[src/rtl/alu_if.sv]
// Operand/result bundle between the control unit (master) and the
// accumulator ALU (slave).
interface alu_if #(
  parameter int WIDTH = 16
);
  logic [WIDTH-1:0] aluIn1;
  logic [WIDTH-1:0] aluIn2;
  logic [2:0]       aluOp;
  logic [WIDTH-1:0] aluOut;
  logic             z;

  modport master (
    output aluIn1,
    output aluIn2,
    output aluOp,
    input  aluOut,
    input  z
  );

  modport slave (
    input  aluIn1,
    input  aluIn2,
    input  aluOp,
    output aluOut,
    output z
  );
endinterface

[src/rtl/alu.sv]
// Accumulator-style ALU: one of eight operations on AC (aluIn1) and the bus
// operand (aluIn2), result and zero flag registered with one cycle latency.
module alu #(
  parameter int WIDTH = 16
) (
  input  logic  clk,
  input  logic  rst_n,
  alu_if.slave  bus
);

  localparam logic [2:0] OP_LOAD = 3'd0;
  localparam logic [2:0] OP_ADD  = 3'd1;
  localparam logic [2:0] OP_SUB  = 3'd2;
  localparam logic [2:0] OP_MUL  = 3'd3;
  localparam logic [2:0] OP_DEC  = 3'd4;
  localparam logic [2:0] OP_INC  = 3'd5;
  localparam logic [2:0] OP_PASS = 3'd6;
  localparam logic [2:0] OP_CLR  = 3'd7;

  localparam logic [WIDTH-1:0] ONE_C  = {{(WIDTH-1){1'b0}}, 1'b1};
  localparam logic [WIDTH-1:0] ZERO_C = {WIDTH{1'b0}};

  logic [WIDTH-1:0] mulLow_s;
  logic [WIDTH-1:0] result_s;
  logic             resultZero_s;
  logic [WIDTH-1:0] aluOut_r;
  logic             z_r;

  // Low half of the full product; a WIDTH-bit context keeps exactly those bits.
  assign mulLow_s = bus.aluIn1 * bus.aluIn2;

  // Opcode decode: next result, truncated modulo 2^WIDTH.
  always_comb begin
    result_s = ZERO_C;
    case (bus.aluOp)
      OP_LOAD: result_s = bus.aluIn2;
      OP_ADD:  result_s = bus.aluIn1 + bus.aluIn2;
      OP_SUB:  result_s = bus.aluIn1 - bus.aluIn2;
      OP_MUL:  result_s = mulLow_s;
      OP_DEC:  result_s = bus.aluIn1 - ONE_C;
      OP_INC:  result_s = bus.aluIn1 + ONE_C;
      OP_PASS: result_s = bus.aluIn1;
      OP_CLR:  result_s = ZERO_C;
      default: result_s = ZERO_C;
    endcase
  end

  // Zero detect on the truncated result so wrap-to-zero raises the flag.
  always_comb begin
    if (result_s == ZERO_C) begin
      resultZero_s = 1'b1;
    end else begin
      resultZero_s = 1'b0;
    end
  end

  // Result and flag registers; reset clears the result and flags it as zero.
  always_ff @(posedge clk or negedge rst_n) begin
    if (!rst_n) begin
      aluOut_r <= ZERO_C;
      z_r      <= 1'b1;
    end else begin
      aluOut_r <= result_s;
      z_r      <= resultZero_s;
    end
  end

  assign bus.aluOut = aluOut_r;
  assign bus.z      = z_r;

endmodule

[src/flat_wrapper.sv]
// flat-port wrapper written by rule: the top's interface ports become plain ports
module alu_flat 
#(
  parameter int WIDTH = 16
)
  (clk, rst_n, bus_aluIn1, bus_aluIn2, bus_aluOp, bus_aluOut, bus_z);
  alu_if #(.WIDTH(WIDTH)) bus_i ();
  input  logic clk;
  input  logic rst_n;
  input wire logic [$bits(bus_i.aluIn1)-1:0] bus_aluIn1;
  input wire logic [$bits(bus_i.aluIn2)-1:0] bus_aluIn2;
  input wire logic [$bits(bus_i.aluOp)-1:0] bus_aluOp;
  output wire logic [$bits(bus_i.aluOut)-1:0] bus_aluOut;
  output wire logic [$bits(bus_i.z)-1:0] bus_z;
  assign bus_i.aluIn1 = bus_aluIn1;
  assign bus_i.aluIn2 = bus_aluIn2;
  assign bus_i.aluOp = bus_aluOp;
  assign bus_aluOut = bus_i.aluOut;
  assign bus_z = bus_i.z;
  alu #(.WIDTH(WIDTH)) u_core (.clk(clk), .rst_n(rst_n), .bus(bus_i));
endmodule
[config.mk]
export PLATFORM = sky130hd
export DESIGN_NAME = alu_flat
export DESIGN_NICKNAME = d
export VERILOG_FILES = /design/src/rtl/alu_if.sv /design/src/rtl/alu.sv /design/src/flat_wrapper.sv
export SDC_FILE = /design/constraint.sdc
export NUM_CORES = 1
export LEC_CHECK = 0
export CAP_MARGIN = 20
export CORE_ASPECT_RATIO = 1.1
export CORE_MARGIN = 3
export CORE_UTILIZATION = 50
export DETAILED_ROUTE_END_ITERATION = 16
export PLACE_DENSITY_LB_ADDON = 0.05
export SLEW_MARGIN = 20
export SYNTH_ARGS = -nofsm -noshare
export SYNTH_HDL_FRONTEND = slang
export SYNTH_SLANG_ARGS = --single-unit
export TNS_END_PERCENT = 30
[constraint.sdc]
create_clock -name clk -period 0.8 [get_ports clk]
set_input_delay 0.12 -clock clk [delete_from_list [all_inputs] [get_ports clk]]
set_output_delay 0.12 -clock clk [all_outputs]
set_load 0.02 [all_outputs]
## Word-level counts from Yosys, hierarchy flattened

Cells that the tools add are included.

| operators by class | value |
|---|---|
| add/subtract/negate cells | 4 |
| multiply operators | 1 |
| eq/ne operators | 7 |
| muxes and demuxes | 2 |
| reductions and logical operators | 2 |

Operators with widths:

| operator | count |
|---|---|
| $pmux 16 s8 | 1 |
| $add 16x1->16 const B | 1 |
| $add 16x16->16 | 1 |
| $logic_not 16->1 | 1 |
| $mul 16x16->16 | 1 |
| $sub 16x1->16 const B | 1 |
| $sub 16x16->16 | 1 |
| $eq 3x3->1 const B | 4 |
| $eq 3x2->1 const B | 2 |
| $eq 3x1->1 const B | 1 |
| $logic_not 3->1 | 1 |
| $mux 1 | 1 |

| word-level totals | value |
|---|---|
| register bits | 17 |
| input port bits | 37 |
| output and inout bits | 17 |
| word-level logic and storage cells | 18 |

## Logic depth before layout (Yosys ltp)

| depth | value |
|---|---|
| word-level depth | 4 |
| depth in mapped cells | 23 |

## Least setup slack after synthesis

No wires, ideal clock.

| path | value |
|---|---|
| kind | input -> register |
| start point | input port bus_aluIn2[2] |
| end point | register u_core.z_r, in the netlist u_core.bus.z |
| arrival | 5.475 ns |
| data required time | 0.710 ns |
| slack | -4.765 ns |
| cell stages on the path | 21 |
| path through | clkbuf_1 -> clkbuf_1 -> nand2_1 -> fa_1 -> fa_1 -> fa_1 -> fa_1 -> inv_1 -> fa_1 -> inv_1 -> fa_1 -> inv_1 -> ha_1 -> o21ai_0 -> nor3b_1 -> a2111oi_0 -> o21bai_1 -> xor2_1 -> a22oi_1 -> o21ai_0 -> nor4_2 |

| between the ends | value |
|---|---|
| cells in the longest elaborated chain, start to end | 4 |
| elaborated cells on any way between the ends | 6 |
| those cells by class | 2 x add/sub; 1 x mul; 2 x mux; 1 x reduce/logical |

Ends and longest elaborated chain:

| item | RTL line | source |
|---|---|---|
| from (decl) | flat_wrapper.sv:11 | `input wire logic [$bits(bus_i.aluIn2)-1:0] bus_aluIn2;` |
| $mul 16x16->16, or another cell as far along | alu.sv:30 | `assign mulLow_s = bus.aluIn1 * bus.aluIn2;` |
| $pmux 16 s8 * | alu.sv:35 | `case (bus.aluOp)` |
| via u_core.result_s[14] | alu.sv:24 | `logic [WIDTH-1:0] result_s;` |
| $logic_not 16->1 * | alu.sv:50 | `if (result_s == ZERO_C) begin` |
| $mux 1 * | alu.sv:50 |  |
| via u_core.resultZero_s | alu.sv:25 | `logic resultZero_s;` |
| to (signal assigned) | alu.sv:64 | `z_r <= resultZero_s;` |
| to (decl) | alu.sv:27 | `logic z_r;` |

Mark *: on every way through the listed nets, which the timed path passes. The rest lies on a longest branch.

## Final worst setup path

| path | value |
|---|---|
| start point | input port bus_aluIn2[1] |
| end point | register u_core.z_r, in the netlist u_core.bus.z |

Same word-level chain as after synthesis.

==> metrics.json <==
{
  "placed_design": {
    "place_congestion": 1.011,
    "postPlaceCellArea_mm2": 0.008746,
    "detailed_place_hpwl_um": 19920,
    "pre_cts_slack_ns": -5.164,
    "port-buffer-count": 53
  },
  "yosys": {
    "synthDominantCellAreaShare_pct": 24.68,
    "syn-mean-instance-area_um2": 7.758,
    "syn-instance-count": 847,
    "synthesis.yosys.warnings": 0,
    "synth-edff-count": 0,
    "seq_area_frac_synth_pct": 6.493,
    "synthFlopType": "sky130_fd_sc_hd__dfrtp_1",
    "netlist_cell_types": 71,
    "synthesis.nets": 1030,
    "async_reset_ff_share_pct": 100.0,
    "yosys.area.top_type": "sky130_fd_sc_hd__fa_1",
    "synth_area_mm2": 0.006571,
    "synth.most_common_cell": "sky130_fd_sc_hd__inv_1",
    "post_synth_most_frequent_cells": "124 x sky130_fd_sc_hd__inv_1, 85 x sky130_fd_sc_hd__nand2_1, 81 x sky130_fd_sc_hd__fa_1",
    "yosys-top-cells-area": "sky130_fd_sc_hd__fa_1 25%, sky130_fd_sc_hd__ha_1 12%, sky130_fd_sc_hd__inv_1 7.1%, sky130_fd_sc_hd__and2_1 6.3%, sky130_fd_sc_hd__dfrtp_1 6.1%",
    "synth_seq_cells": 17
  },
  "floorplanning": {
    "starting_density_of_the_core_pct": 51.54,
    "top_level_ports": 54,
    "die_height_um": 126.2,
    "core-area_mm2": 0.01275,
    "die_w_um": 115.3,
    "fp.dieArea_mm2": 0.01456,
    "fp-row-count": 43
  },
  "cts": {
    "worst_setup_hold_path_clk_slew_ns": 0.05,
    "cts_tree": "done",
    "cts_hold_buf": 0,
    "cts.root.buffer_cell": "sky130_fd_sc_hd__clkbuf_16",
    "ctsLongestPathBuffers": 2,
    "cts_buffers": 3,
    "sinks_on_the_clock_net": 17,
    "cts_max_level": 1
  },
  "setup_path": {
    "cp_data_arrival_time_ns": 5.22,
    "critPathLaunchType": "primary input",
    "crit_path_max_fanout": 6,
    "cp_data_required_time_ns": 0.96,
    "critical_path_class": "in -> reg",
    "cp-end-kind": "flip-flop"
  },
  "pwr": {
    "pwr_density_cell_mw_per_mm2": 3189,
    "vdd_drop_max_uv": 2639,
    "p_leak_nw": 4.506,
    "totalPowerFinal_mw": 30.15
  },
  "sta": {
    "unrepaired_setup_endpoints_after_global_routing": "true",
    "timing.final.setup_violations": 34,
    "worst_hold_slack_ns": 0.1672,
    "setup_slack_of_the_critical_path_after_layout_ns": -4.259,
    "finalCritPeriodShare_pct": 632.4,
    "fin_crit_ns": 5.059,
    "slew-limit-headroom_pct": 58.80,
    "worst_pin_slew_ns": 0.6143,
    "final_max_slew_viol_count": 0,
    "max_clock_freq_mhz": 197.7,
    "finalHoldViolCount": 0
  },
  "layout": {
    "nNetsFinal": 1257,
    "drive_above_1_share_pct": 36.25,
    "syn_to_final_growth_pct": 43.89,
    "finalInstanceArea_mm2": 0.009455,
    "final_core_utilization_pct": 74.15,
    "fill_cell_total_of_the_finished_layout": 961
  },
  "routing": {
    "detail_route.drc_violations": 0,
    "drt_iter0_markers": 568,
    "antenna_violating_nets_post_route": 0,
    "post_drt_via_cell_ratio": 5.908,
    "drt-total-wl_um": 25730,
    "first_pass_iters": 7,
    "via_count": 7273,
    "drt-wirelength-per-cell_um": 20.90
  },
  "grt": {
    "wire_length_of_the_first_global_routing_pass_um": 40830,
    "maximum_number_of_pins_on_one_net_before_global_route_repair": 17,
    "antenna_found_initial": 2,
    "grt.overflow.total": 0,
    "gr-usage-all-layers_pct": 35.66,
    "via_count_of_the_first_global_routing_pass": 7585
  },
  "worst_hold_path": {
    "hp-class": "in -> async"
  },
  "status": {
    "run_status": "finished, violations left",
    "failed_checks": "setup timing"
  },
  "run": {
    "max-cap-violations": 0
  }
}
-- worst max-delay path: stages --
cell and delay (ns):
sky130_fd_sc_hd__buf_8 0.10, sky130_fd_sc_hd__buf_12 0.13, sky130_fd_sc_hd__and2_4 0.16, sky130_fd_sc_hd__fa_1 0.56, sky130_fd_sc_hd__inv_2 0.05, sky130_fd_sc_hd__fa_2 0.52, sky130_fd_sc_hd__inv_2 0.04, sky130_fd_sc_hd__ha_4 0.15
sky130_fd_sc_hd__fa_1 0.48, sky130_fd_sc_hd__fa_1 0.59, sky130_fd_sc_hd__inv_1 0.06, sky130_fd_sc_hd__fa_1 0.49, sky130_fd_sc_hd__inv_2 0.05, sky130_fd_sc_hd__ha_4 0.22, sky130_fd_sc_hd__o21ai_4 0.23, sky130_fd_sc_hd__a21oi_4 0.07
sky130_fd_sc_hd__buf_4 0.14, sky130_fd_sc_hd__a211oi_2 0.20, sky130_fd_sc_hd__xnor2_1 0.09, sky130_fd_sc_hd__a21oi_1 0.15, sky130_fd_sc_hd__o21ai_1 0.13, sky130_fd_sc_hd__or2_4 0.24, sky130_fd_sc_hd__nor4_2 0.24
-- flip-flops by register name, indices dropped and copies added (netlist names) --
register / cells
u_core.bus.aluOut: 16
u_core.bus.z: 1
-- per-stage QoR --
step / instances / TNS, ns
global route: 1231 / -56.46
detailed placement: 1200 / -70.42
floorplan: 847 / -51.86
global placement: 1200 / -69.76
finish: 1231 / -54.44
CTS: 1230 / -54.34
-- metal layers --
layer | global-route usage [%] | vias to the layer above | wire length [um]
met1 | 46.93 | 3557 | 10080
met3 | 3.220 | 91 | 1854
li1 | - | 3271 | -
met5 | 0 | - | 13
met2 | 58.86 | 352 | 12140
met4 | 16.64 | 2 | 1636
-- cells in the final DEF, fill, tap and decap left out, drive strengths merged, types with 12 or more instances in the layout --
cell type	n
or3	13
xor2	12
o21ai	27
a21oi	41
nor3	27
inv	124
ha	65
xnor2	26
and2	70
buf	253
nand2	85
dfrtp	16
nor2	53
fa	81
a211oi	22
-- cell type report --
cell class                      instances  area (um^2)  area share (%)
Multi-Input combinational cell        653         6002           63.48
Timing Repair Buffer                  275         2280           24.11
Inverter                              124        467.9           4.949
Sequential cell                        17        426.7           4.512
Tap cell                              157        196.4           2.078
Clock buffer                            3        75.07          0.7940
Clock inverter                          1        5.005         0.05293
Antenna cell                            1        2.502         0.02647
-- path summary, 6_finish.rpt --
path / from / endpoint / slack [ns] / cells after the start
worst max-delay path: bus_aluIn2[1] / u_core.bus.z / -4.26 / 23
min in group clk: bus_aluOp[0] / u_core.bus.aluOut[3] / 0.48 / 4
worst min-delay path: rst_n / u_core.bus.aluOut[14] / 0.17 / 2
max in group asynchronous: rst_n / u_core.bus.z / 0.44 / 2
-- where the power goes --
part / internal [mW] / leakage (nW) / switching, mW / total (mW)
Combinational: 14.0 / 4.26 / 14.0 / 27.9
Clock: 0.668 / 0.0409 / 0.322 / 0.990
Sequential: 1.15 / 0.203 / 0.0772 / 1.23
-- timing repair --
action / 4_1_cts / 5_1_grt
setup endpoints to repair: 34 / 34
setup buffers: 32 / 6
pin swaps: 84 / 33
cloned: 1 / 0
resized for setup: 284 / 59
-- cells by family after synthesis --
| logic type | Yosys count | synth area share [%] |
|---|---|---|
| compound gates | 171 | 17.56 |
| xor+xnor | 39 | 5.407 |
| fa+ha+maj | 146 | 37.05 |
| buf+inv | 177 | 10.15 |
| flops | 17 | 6.493 |
| mux | 2 | 0.3047 |
| simple gates | 295 | 23.04 |
No activity file was read; power rests on OpenSTA's default activity.
